## src/rtl/pipe_stage_reg_pkg.sv

```systemverilog
// Shared definitions for the inter-stage pipeline registers of the five-stage MIPS core:
// control-bundle layout, exception codes and the reset PC.
package pipe_stage_reg_pkg;

  // Control bundle bit positions, low to high.
  localparam int CTRL_MEM_WRITE   = 0;
  localparam int CTRL_REG_WRITE   = 1;
  localparam int CTRL_MEM_TO_REG  = 2;
  localparam int CTRL_ALU_SRC     = 3;
  localparam int CTRL_REG_DST_LSB = 4;   // 2 bits
  localparam int CTRL_BRANCH      = 6;
  localparam int CTRL_JUMP        = 7;
  localparam int CTRL_TNEW_LSB    = 8;   // 3 bits
  localparam int CTRL_TNEW_W      = 3;
  localparam int CTRL_TUSE_RS_LSB = 11;  // 2 bits
  localparam int CTRL_TUSE_RT_LSB = 13;  // 2 bits
  localparam int CTRL_ALU_OP_LSB  = 15;  // 4 bits
  localparam int CTRL_EXT_OP_LSB  = 19;  // 2 bits
  localparam int CTRL_MEM_SZ_LSB  = 21;  // 3 bits
  localparam int CTRL_LINK        = 24;
  localparam int CTRL_MUL_DIV_LSB = 25;  // 3 bits
  localparam int CTRL_CMP_OP_LSB  = 28;  // 3 bits
  localparam int CTRL_LEN         = 31;

  localparam int EXC_LEN = 5;

  typedef enum logic [EXC_LEN-1:0] {
    EXC_NONE = 5'd0,
    EXC_INT  = 5'd1,
    EXC_ADEL = 5'd4,
    EXC_ADES = 5'd5,
    EXC_SYS  = 5'd8,
    EXC_RI   = 5'd10,
    EXC_OV   = 5'd12
  } exc_code_e;

  localparam logic [31:0] RESET_PC_DEFAULT = 32'h0000_3000;

endpackage

```

## src/rtl/pipe_stage_reg_tnew_sat_dec.sv

```systemverilog
// Saturating decrement of a Tnew field: counts down toward zero and stays there.
module tnew_sat_dec
  import pipe_stage_reg_pkg::*;
#(
  parameter int W = CTRL_TNEW_W
) (
  input  logic [W-1:0] tnew_in,
  output logic [W-1:0] tnew_out
);

  assign tnew_out = (tnew_in == '0) ? '0 : tnew_in - W'(1);

endmodule

```

## src/rtl/pipe_stage_reg.sv

```systemverilog
// Inter-stage pipeline register with valid bit, bubble/flush injection, exception and
// delay-slot sideband, Tnew ageing and a consecutive-stall watchdog.
module pipe_stage_reg
  import pipe_stage_reg_pkg::*;
#(
  parameter int          CTRL_W           = CTRL_LEN,
  parameter int          TNEW_LSB         = CTRL_TNEW_LSB,
  parameter int          TNEW_W           = CTRL_TNEW_W,
  parameter int          EXC_W            = EXC_LEN,
  parameter logic [31:0] RESET_PC         = RESET_PC_DEFAULT,
  parameter int          TNEW_MODE        = 0,
  parameter int          KEEP_PC_ON_FLUSH = 1,
  parameter int unsigned STALL_MAX        = 255
) (
  input  logic              Clk,
  input  logic              Reset,
  input  logic              Stall,
  input  logic              Flush,
  input  logic              ValidIn,
  input  logic [31:0]       InsIn,
  input  logic [31:0]       PCIn,
  input  logic [CTRL_W-1:0] CtrlIn,
  input  logic [EXC_W-1:0]  ExcIn,
  input  logic              BdIn,
  output logic              ValidOut,
  output logic [31:0]       InsOut,
  output logic [31:0]       PCOut,
  output logic [CTRL_W-1:0] CtrlOut,
  output logic [EXC_W-1:0]  ExcOut,
  output logic              BdOut,
  output logic [7:0]        StallCnt,
  output logic              StallTimeout
);

  localparam int TNEW_MSB = TNEW_LSB + TNEW_W - 1;

  logic              valid_q;
  logic [31:0]       ins_q;
  logic [31:0]       pc_q;
  logic [CTRL_W-1:0] ctrl_q;
  logic [EXC_W-1:0]  exc_q;
  logic              bd_q;
  logic [7:0]        stall_cnt_q;
  logic              timeout_q;

  logic [TNEW_W-1:0] dec_in;
  logic [TNEW_W-1:0] dec_out;
  logic [CTRL_W-1:0] ctrl_load;
  logic [31:0]       bubble_pc;
  logic              bubble_bd;
  logic              take_bubble;
  logic [7:0]        stall_cnt_inc;

  // One decrementer serves both modes: on the capture path in mode 1, on the output path in mode 0.
  assign dec_in = (TNEW_MODE == 1) ? CtrlIn[TNEW_MSB:TNEW_LSB] : ctrl_q[TNEW_MSB:TNEW_LSB];

  tnew_sat_dec #(.W(TNEW_W)) u_tnew_dec (
    .tnew_in  (dec_in),
    .tnew_out (dec_out)
  );

  // NOTE: every always_comb target gets a full default first so no latch can be inferred.
  always_comb begin
    ctrl_load = CtrlIn;
    if (TNEW_MODE == 1) ctrl_load[TNEW_MSB:TNEW_LSB] = dec_out;
  end

  always_comb begin
    CtrlOut = ctrl_q;
    if (TNEW_MODE == 0) CtrlOut[TNEW_MSB:TNEW_LSB] = dec_out;
  end

  assign bubble_pc     = (KEEP_PC_ON_FLUSH != 0) ? PCIn : RESET_PC;
  assign bubble_bd     = (KEEP_PC_ON_FLUSH != 0) ? BdIn : 1'b0;
  assign take_bubble   = Flush | (~Stall & ~ValidIn);
  assign stall_cnt_inc = (stall_cnt_q == 8'hFF) ? 8'hFF : stall_cnt_q + 8'd1;

  // NOTE: reset is synchronous here, so it is tested inside the clocked block, not in the sensitivity list.
  always_ff @(posedge Clk) begin
    if (Reset) begin
      valid_q <= 1'b0;
      ins_q   <= '0;
      pc_q    <= RESET_PC;
      ctrl_q  <= '0;
      exc_q   <= '0;
      bd_q    <= 1'b0;
    end else if (take_bubble) begin
      valid_q <= 1'b0;
      ins_q   <= '0;
      pc_q    <= bubble_pc;
      ctrl_q  <= '0;
      exc_q   <= '0;
      bd_q    <= bubble_bd;
    end else if (!Stall) begin
      valid_q <= 1'b1;
      ins_q   <= InsIn;
      pc_q    <= PCIn;
      ctrl_q  <= ctrl_load;
      exc_q   <= ExcIn;
      bd_q    <= BdIn;
    end
  end

  // A held edge is one with Stall and no Flush; anything else restarts the watchdog.
  always_ff @(posedge Clk) begin
    if (Reset || Flush || !Stall) begin
      stall_cnt_q <= '0;
      timeout_q   <= 1'b0;
    end else begin
      stall_cnt_q <= stall_cnt_inc;
      timeout_q   <= ({24'd0, stall_cnt_inc} >= STALL_MAX);
    end
  end

  assign ValidOut     = valid_q;
  assign InsOut       = ins_q;
  assign PCOut        = pc_q;
  assign ExcOut       = exc_q;
  assign BdOut        = bd_q;
  assign StallCnt     = stall_cnt_q;
  assign StallTimeout = timeout_q;

endmodule

```

## config.mk

```make
export PLATFORM = sky130hd
export DESIGN_NAME = pipe_stage_reg
export DESIGN_NICKNAME = d
export VERILOG_FILES = /design/src/rtl/pipe_stage_reg_pkg.sv /design/src/rtl/pipe_stage_reg_tnew_sat_dec.sv /design/src/rtl/pipe_stage_reg.sv
export SDC_FILE = /design/constraint.sdc
export NUM_CORES = 1
export LEC_CHECK = 0
export ABC_AREA = 1
export BUFFER_PORTS_ARGS = -buffer_cell sky130_fd_sc_hd__buf_2
export CAP_MARGIN = 15
export CORE_MARGIN = 4
export CORE_UTILIZATION = 30
export DETAILED_ROUTE_END_ITERATION = 8
export PLACE_DENSITY = 0.63
export SETUP_SLACK_MARGIN = 0.2
export SYNTH_ARGS = -nofsm -noshare
export SYNTH_HDL_FRONTEND = slang
export SYNTH_SLANG_ARGS = --single-unit
```

## constraint.sdc

```tcl
create_clock -name Clk -period 1.8 [get_ports Clk]
set_clock_uncertainty 0.1 [all_clocks]
set_input_delay 0.09 -clock Clk [delete_from_list [all_inputs] [get_ports Clk]]
set_output_delay 0.09 -clock Clk [all_outputs]
set_load 0.01 [all_outputs]
```

Yosys cells after proc, flatten, opt, wreduce, memory -nomap -nowiden. Cells that the tools add are included.

Bits in registers: 111. Input bits: 106. Word-level logic and storage cells: 28.

$add $sub $neg: 2. Magnitude comparators: 1. Equal/unequal tests: 2. Mux-type cells: 6. Bitwise operators: 4. Reduce and logical (&&, ||, !) cells: 5.

Operator list (count): 32-bit 2-to-1 mux (2); 8-bit by 1-bit adder with 8-bit output (second input constant) (1); 8-bit == test (second input constant) (1); 8-bit greater-or-equal comparator (second input constant) (1); 8-bit 2-to-1 mux (1); 3-bit zero test (1); 3-bit 2-to-1 mux (1); 3-bit by 1-bit subtractor with 3-bit output (second input constant) (1); 1-bit logical OR (2); 1-bit 2-to-1 mux (2); 2-bit by 1-bit inequality test with 1-bit output (second input constant) (1); 1-bit NOT (2); 2-bit OR reduction (1); 1-bit AND (1); 1-bit zero test (1); 1-bit bitwise OR (1).

Longest topological paths before layout. Gate-level depths: netlist of the first run.

Depth after elaboration: 4. Gate-level depth with buffers: 10.

Hierarchy. Synthesis of the first run repeated with hierarchy kept, for this count alone.

Cells, all modules: 554. Area total of the unflattened synthesis: 4284.1 um^2.

Modules (own cells, without submodules): pipe_stage_reg (times used 1, cells an instance 545, area each 4230.3 um^2, sequential area each 2222.1 um^2); tnew_sat_dec (times used 1, cells an instance 9, area each 53.8 um^2, sequential area each 0.0 um^2).

Least setup slack after synthesis of the first run. OpenSTA, ideal clock, no wires.

Path type: reg-to-reg. Start point: reg stall_cnt_q[0] (netlist: StallCnt[0]). End point: reg timeout_q (netlist: StallTimeout). Data arrival time: 1322 ps. Data required time: 1636 ps. Setup slack: 314 ps. Cell stages (with the launch flop): 11. Path through: dfxtp_1 > ha_1 > nand3_1 > inv_1 > nand2_1 > buf_2 > nand2_1 > nand2_1 > nor2_1 > nand2_1 > nor2_1.

Cells in the longest elaborated chain, start to end: 3.

RTL lines: from (decl) (line pipe_stage_reg.sv:43) `logic [7:0] stall_cnt_q;`; from (signal assigned) (line pipe_stage_reg.sv:110) `stall_cnt_q <= stall_cnt_inc;`; 8-bit by 1-bit adder with 8-bit output or 8-bit == test (tied branches) (line pipe_stage_reg.sv:76) `assign stall_cnt_inc = (stall_cnt_q == 8'hFF) ? 8'hFF : stall_cnt_q + 8'd1;`; 8-bit 2-to-1 mux (*) (line pipe_stage_reg.sv:76); 8-bit greater-or-equal comparator (*) (line pipe_stage_reg.sv:111) `timeout_q <= ({24'd0, stall_cnt_inc} >= STALL_MAX);`; to (signal assigned) (line pipe_stage_reg.sv:111); to (decl) (line pipe_stage_reg.sv:44) `logic timeout_q;`.

Every way passes the cells marked *; elsewhere a longest branch is shown, timed or not. A chain may end at the register's enable or synchronous reset.

Worst setup path after layout of the first run.
Start point: reg ctrl_q[8]. End point: out CtrlOut[10].

Cells in the longest elaborated chain, start to end: 2.

RTL lines: from (decl) (line pipe_stage_reg.sv:40) `logic [CTRL_W-1:0] ctrl_q;`; from (signal assigned) (line pipe_stage_reg.sv:98) `ctrl_q <= ctrl_load;`; 3-bit by 1-bit subtractor with 3-bit output or 3-bit zero test (tied branches) (line pipe_stage_reg_tnew_sat_dec.sv:11) `assign tnew_out = (tnew_in == '0) ? '0 : tnew_in - W'(1);`; 3-bit 2-to-1 mux (*) (line pipe_stage_reg_tnew_sat_dec.sv:11); to (decl) (line pipe_stage_reg.sv:28) `output logic [CTRL_W-1:0] CtrlOut,`.

Marks and branches as above.

==> metrics, run 1 <==
Post-CTS Setup Bufs 0; setup TNS 0 ns; max-slew violations 0; H-tree depth 3; global-route track usage on met3 6.484%; DR pass1 iterations 4; design area 6649 sq um; Max stage delay on crit path 0.34 ns; Hold Path Depth 4; DRT antenna net count 0; Mapped Nets 656; Startpoint Class flop; Ys Warns 0; clock buffers created by TritonCTS 9; Initial Utilization 30.56%; leading cell type in the layout, fill and taps excluded buf_2; die height 126.7 um; Final GP Congestion 0.7734; reg-to-reg setup timing slack 0.42 ns; share of layout cells above drive strength 1 30.16%; Pwr Density 857.8 nW/um^2; FMAX 0.7087 GHz; final period demand of the worst path 1.411 ns; setup slack at placement 0.2391 ns; Area Overhead vs Synth 57.36%; Arr. time, crit path 1.22 ns; HP Class in -> reg; Slew @ Worst Pin 0.5593 ns; # rows 43; critical-path cell list nor2_1 -> inv_1 -> ha_1 -> buf_2; cell taking the most area after synthesis dfxtp_1; placed inst area 5261 sq um; most frequent cells in the layout buf_2, nand2_1, dfxtp_1; Via density 4.409; Mean Syn Cell Area 7.725 sq um; Synth cell types 21; buffers added on ports 216; largest net degree at the start of global routing 63; Final setup viols 0; worst r2r path cells 9; Post-Synthesis Cells 547; Routed WL 13.18 mm; # diodes 0; run status completed; Post-Route Utilization 48.09%; grt met1 use 18.96%; Fin. Hold Viols 0; clk_lat worst skew 0.34 ns; DR iter-0 viols 176; r2r endpoint StallTimeout$_SDFF_PP0_; Hold EP InsOut[24]$_SDFFE_PP0N_; Critical Path RT 1.61 ns; clock tree buffer depth 2; grt ovf 0; Final WS setup 0.3889 ns; vias 4,449; die width 126.7 um; register area share after synthesis 52.59%; HPWL Detailed 8.273 mm; slowest CP cell dfxtp_1; synthesized flop and latch total 111; P_leak 3.191 nW; part of the cycle the worst path needs 78.40%; # DRC 0; Critical R2R Launch StallCnt[0]$_SDFF_PP0_; Mapped Area 4225 sq um; # IOs 217; CORE AREA 13,830 sq um; met2 usage 26.00%; Root Driver clkbuf_16; Relative slew margins 62.71%; vias in the first global route 4,278; clk slew on worst S/H paths 0.08 ns; die area 16,050 sq um; gr usage total 15.90%; peak supply drop 647.2 uV; antenna violations before repair 0; crit end category output port; Tot Pwr 0.005704 W; Layout Nets 933; drt wl/cell 13.06 um; Sink Count 111; crit path kind reg -> out; global-route wire length before repair 21.09 mm; RSZ-0062 raised after global routing no; Max FO, Critical Path 4; hold path startpoint Stall; cells taking the most area after synthesis dfxtp_1, nand2_1, a21oi_1, nor2_1, buf_4; Yosys top cell area share 52.59%; max-cap viol count 0; gr busiest metal met2; CTS tree done
-- per-stage QoR --
step	hold WS [ns]	instances
floorplan	0.1164	547
global placement	0.2058	891
detailed placement	0.2144	891
CTS	0.09876	1009
global route	0.1321	1009
finish	0.1038	1009
-- cells in the mapped netlist (all sizes together) --
master / n
o21bai: 1
o21ai: 34
nor2: 72
nand3b: 1
a21oi: 73
clkbuf: 18
nand4: 3
inv: 15
ha: 3
nand2: 162
nand3: 9
dfxtp: 111
clkinv: 1
a31oi: 1
xnor2: 1
buf: 42
-- report_power, final --
part / switching (W) / internal (W) / total (W) / leakage (nW)
Clock: 0.000910 / 0.00141 / 0.00232 / 0.169
Sequential: 0.0000540 / 0.00256 / 0.00262 / 0.910
Combinational: 0.000376 / 0.000393 / 0.000770 / 2.11
-- flip-flops by register name, summed over array words and instances, names as in the netlist --
register / flops
InsOut: 32
ctrl_q: 31
StallTimeout: 1
ValidOut: 1
BdOut: 1
StallCnt: 8
PCOut: 32
ExcOut: 5
-- metal layers --
layer,vias to the layer above,part of all wire (%)
met5,-,0
met4,0,2.2
met3,25,9.5
met2,197,46
met1,1968,42
li1,2259,-
-- what timing repair did --
item / 4_1_cts / 5_1_grt
endpoints found under the setup margin: 0 / 3
hold buffers: 102 / 0
gates resized for setup: 0 / 5
hold endpoints to repair: 103 / 0
-- worst max-delay path by stage --
stage                      startpoint                      end  slack (ns)  cells after the start
3_3_place_gp   StallCnt[0]$_SDFF_PP0_  StallTimeout$_SDFF_PP0_        0.25                      9
2_1_floorplan  StallCnt[0]$_SDFF_PP0_  StallTimeout$_SDFF_PP0_        0.31                     10
4_1_cts        StallCnt[0]$_SDFF_PP0_  StallTimeout$_SDFF_PP0_        0.22                      9
5_1_grt        StallCnt[0]$_SDFF_PP0_  StallTimeout$_SDFF_PP0_        0.23                      9
3_5_place_dp   StallCnt[0]$_SDFF_PP0_  StallTimeout$_SDFF_PP0_        0.24                      9
6_report       ctrl_q[8]$_SDFFE_PP0N_              CtrlOut[10]        0.39                      4
-- cell families after synthesis --
kind of cell	after synthesis	share of synthesized area (%)
buffers and inverters	76	10.13
xor gates and xnor gates	1	0.2073
and+or+nand+nor	247	22.83
AOI/OAI and AO/OA	109	13.36
DFF	111	52.59
adders and majority gates	3	0.8885
-- area by class of cell --
type	instances	area [sq um]
clock buffer	10	239.0
tap	180	225.2
timing repair buffer	326	2200
clock inverter	6	115.1
multi-input combinational	360	1585
sequential	111	2225
fill	1287	7178
inverter	16	60.06
-- critical path, delay by kind of cell (launching register included) --
family | cells | cell delay (ns)
DFF | 1 | 0.34
buffers and inverters | 2 | 0.22
adders and majority gates | 1 | 0.17
and+or+nand+nor | 1 | 0.15
Note: power is estimated with default switching activity, not from simulation.
==> run 2: changes to the inputs <==
==> constraint.sdc (replaced) <==
create_clock -name Clk -period 1.3 [get_ports Clk]
set_clock_uncertainty 0.1 [all_clocks]
set_input_delay 0.065 -clock Clk [delete_from_list [all_inputs] [get_ports Clk]]
set_output_delay 0.065 -clock Clk [all_outputs]
set_load 0.01 [all_outputs]
==> metrics, run 2 (synthesized netlist as in run 1, its figures left out) <==
Area Overhead vs Synth 66.30%; RSZ-0062 raised after global routing yes; antenna violations before repair 0 (unchanged); clk slew on worst S/H paths 0.07 ns (about the same); vias in the first global route 4,415 (+3.2%); Final GP Congestion 0.7849 (+1.5%); clock network power share 37.3% (-3.3 points); share of layout cells above drive strength 1 36.34% (+6.2 points); Pwr Density 1072 nW/um^2 (+25%); clock buffers created by TritonCTS 9 (unchanged); Relative slew margins 70.34% (+7.6 points); # rows 43 (unchanged); post-route insts no fill 1,033 (+2.4%); Layout fillers 1,286 (-0.078%); HPWL Detailed 8.664 mm (+4.7%); clk_lat worst skew 0.34 ns (about the same); Top Layer Used met4; Via density 4.348 (-1.4%); # IOs 217 (unchanged); peak supply drop 994.7 uV (+54%); Final WS setup -0.003241 ns (-0.3921 ns); Initial Utilization 30.56% (unchanged); largest net degree at the start of global routing 45 (-29%); Tot Pwr 0.007532 W (+32%); Seq pwr share 48.0% (+2.1 points); crit path kind reg -> out; DP Cell Count 906 (+1.7%); crit end category output port; Sink Count 111 (unchanged); CTS tree done; clock tree buffer depth 2 (unchanged); Layout Nets 957 (+2.6%); buffers added on ports 216 (unchanged); Switching Fraction 25.20% (+1.7 points); H-tree depth 3 (unchanged); FMAX 0.7673 GHz; Slew @ Worst Pin 0.4449 ns (-0.1144 ns); die width 126.7 um (unchanged); drt wl/cell 13.50 um (+3.4%); CORE AREA 13,830 sq um (unchanged); Root Driver clkbuf_16; # diodes 0 (unchanged); die area 16,050 sq um (unchanged); max-slew violations 0 (unchanged); P_leak 3.329 nW (+4.3%); Final setup viols 1 (+1); run status finished, violations left; routed length on met1 5.715 mm (+3.5%); vias 4,491 (+0.94%); Max FO, Critical Path 2 (-2); grt ovf 0 (unchanged); Startpoint Class flop; violated checks negative setup slack; internal power 0.005634 W (+29%); most frequent cells in the layout buf_2, nand2_1, dlygate4sd3_1; DR pass1 iterations 4 (unchanged); Comb power frac 14.8% (+1.3 points); final period demand of the worst path 1.303 ns; part of the cycle the worst path needs 100.2%; net load switching power 0.001898 W (+42%); die height 126.7 um (unchanged); DR iter-0 viols 155 (-12%); metal2 WL 6.964 mm (+14%); met3 WL 1.004 mm (-20%); Fin. Hold Viols 0 (unchanged); HP Class in -> reg; global-route wire length before repair 21.88 mm (+3.7%); leading cell type in the layout, fill and taps excluded buf_2; # DRC 0 (unchanged); DRT antenna net count 0 (unchanged); Routed WL 13.95 mm (+5.9%); Critical Path RT 1.13 ns (-0.48 ns); Arr. time, crit path 1.14 ns (-0.08 ns); max-cap viol count 0 (unchanged); gr usage total 16.87% (+0.98 points)
[run 2: timing repair]
action | in CTS | in global routing
endpoints found under the hold margin | 104 | 0
setup buffers | 8 | 1
gates resized for setup | 45 | 17
hold buffers | 102 | 0
pin swaps | 13 | 7
setup endpoints to repair | 17 | 19
[run 2: layout make-up]
cell class                 count  area [sq um]  share of cell area (%)
clock inverter                 7         77.57                   1.104
sequential                   111          2248                   32.00
clock buffer                   9         225.2                   3.205
timing repair buffer         350          2480                   35.29
inverter                      16         60.06                  0.8547
tap                          180         225.2                   3.205
multi-input combinational    360          1710                   24.34
[run 2: layer usage]
| metal | vias up | GRT usage, % |
|---|---|---|
| met5 | - | 0 |
| met3 | 17 | 5.516 |
| met1 | 2023 | 19.03 |
| met2 | 142 | 30.01 |
| met4 | 0 | 5.489 |
| li1 | 2309 | - |
[run 2: power by group through the flow]
stage               Combinational (W)  Clock [W]  Sequential, W
floorplan                    0.000394          0        0.00375
detailed placement           0.000850          0        0.00369
CTS                           0.00111    0.00292        0.00361
global route                  0.00123    0.00306        0.00363
global placement             0.000847          0        0.00369
finish                        0.00111    0.00281        0.00361
[run 2: worst paths after layout]
check / start / endpoint / slack (ns) / cells after the start
worst min-delay path: Reset / StallCnt[0]$_SDFF_PP0_ / 0.07 / 4
worst min register to register: InsOut[6]$_SDFFE_PP0N_ / InsOut[6]$_SDFFE_PP0N_ / 0.36 / 2
worst max-delay path: ctrl_q[9]$_SDFFE_PP0N_ / CtrlOut[10] / -0.003 / 4
worst max register to register: StallCnt[1]$_SDFF_PP0_ / StallTimeout$_SDFF_PP0_ / 0.02 / 8
[run 2: through the flow]
stage	util (%)	setup TNS (ns)	hold slack, ns	setup WS, ns	instance area, sq um
detailed placement	39.20	-0.04624	0.1922	-0.04624	5420
finish	50.82	-0.003241	0.07003	-0.003241	7027
global placement	39.20	-0.05024	0.1799	-0.05024	5420
global route	50.82	-0.2827	0.08004	-0.07986	7027
CTS	50.44	-0.06038	0.04537	-0.02465	6974
floorplan	-	0	0.09135	0.02210	4265
[run 2: worst max-delay path, stage by stage, from the launching register on]
cell and delay [ns]:
dfxtp_2 0.34, nor2_4 0.11, inv_1 0.06, ha_2 0.17
buf_6 0.11
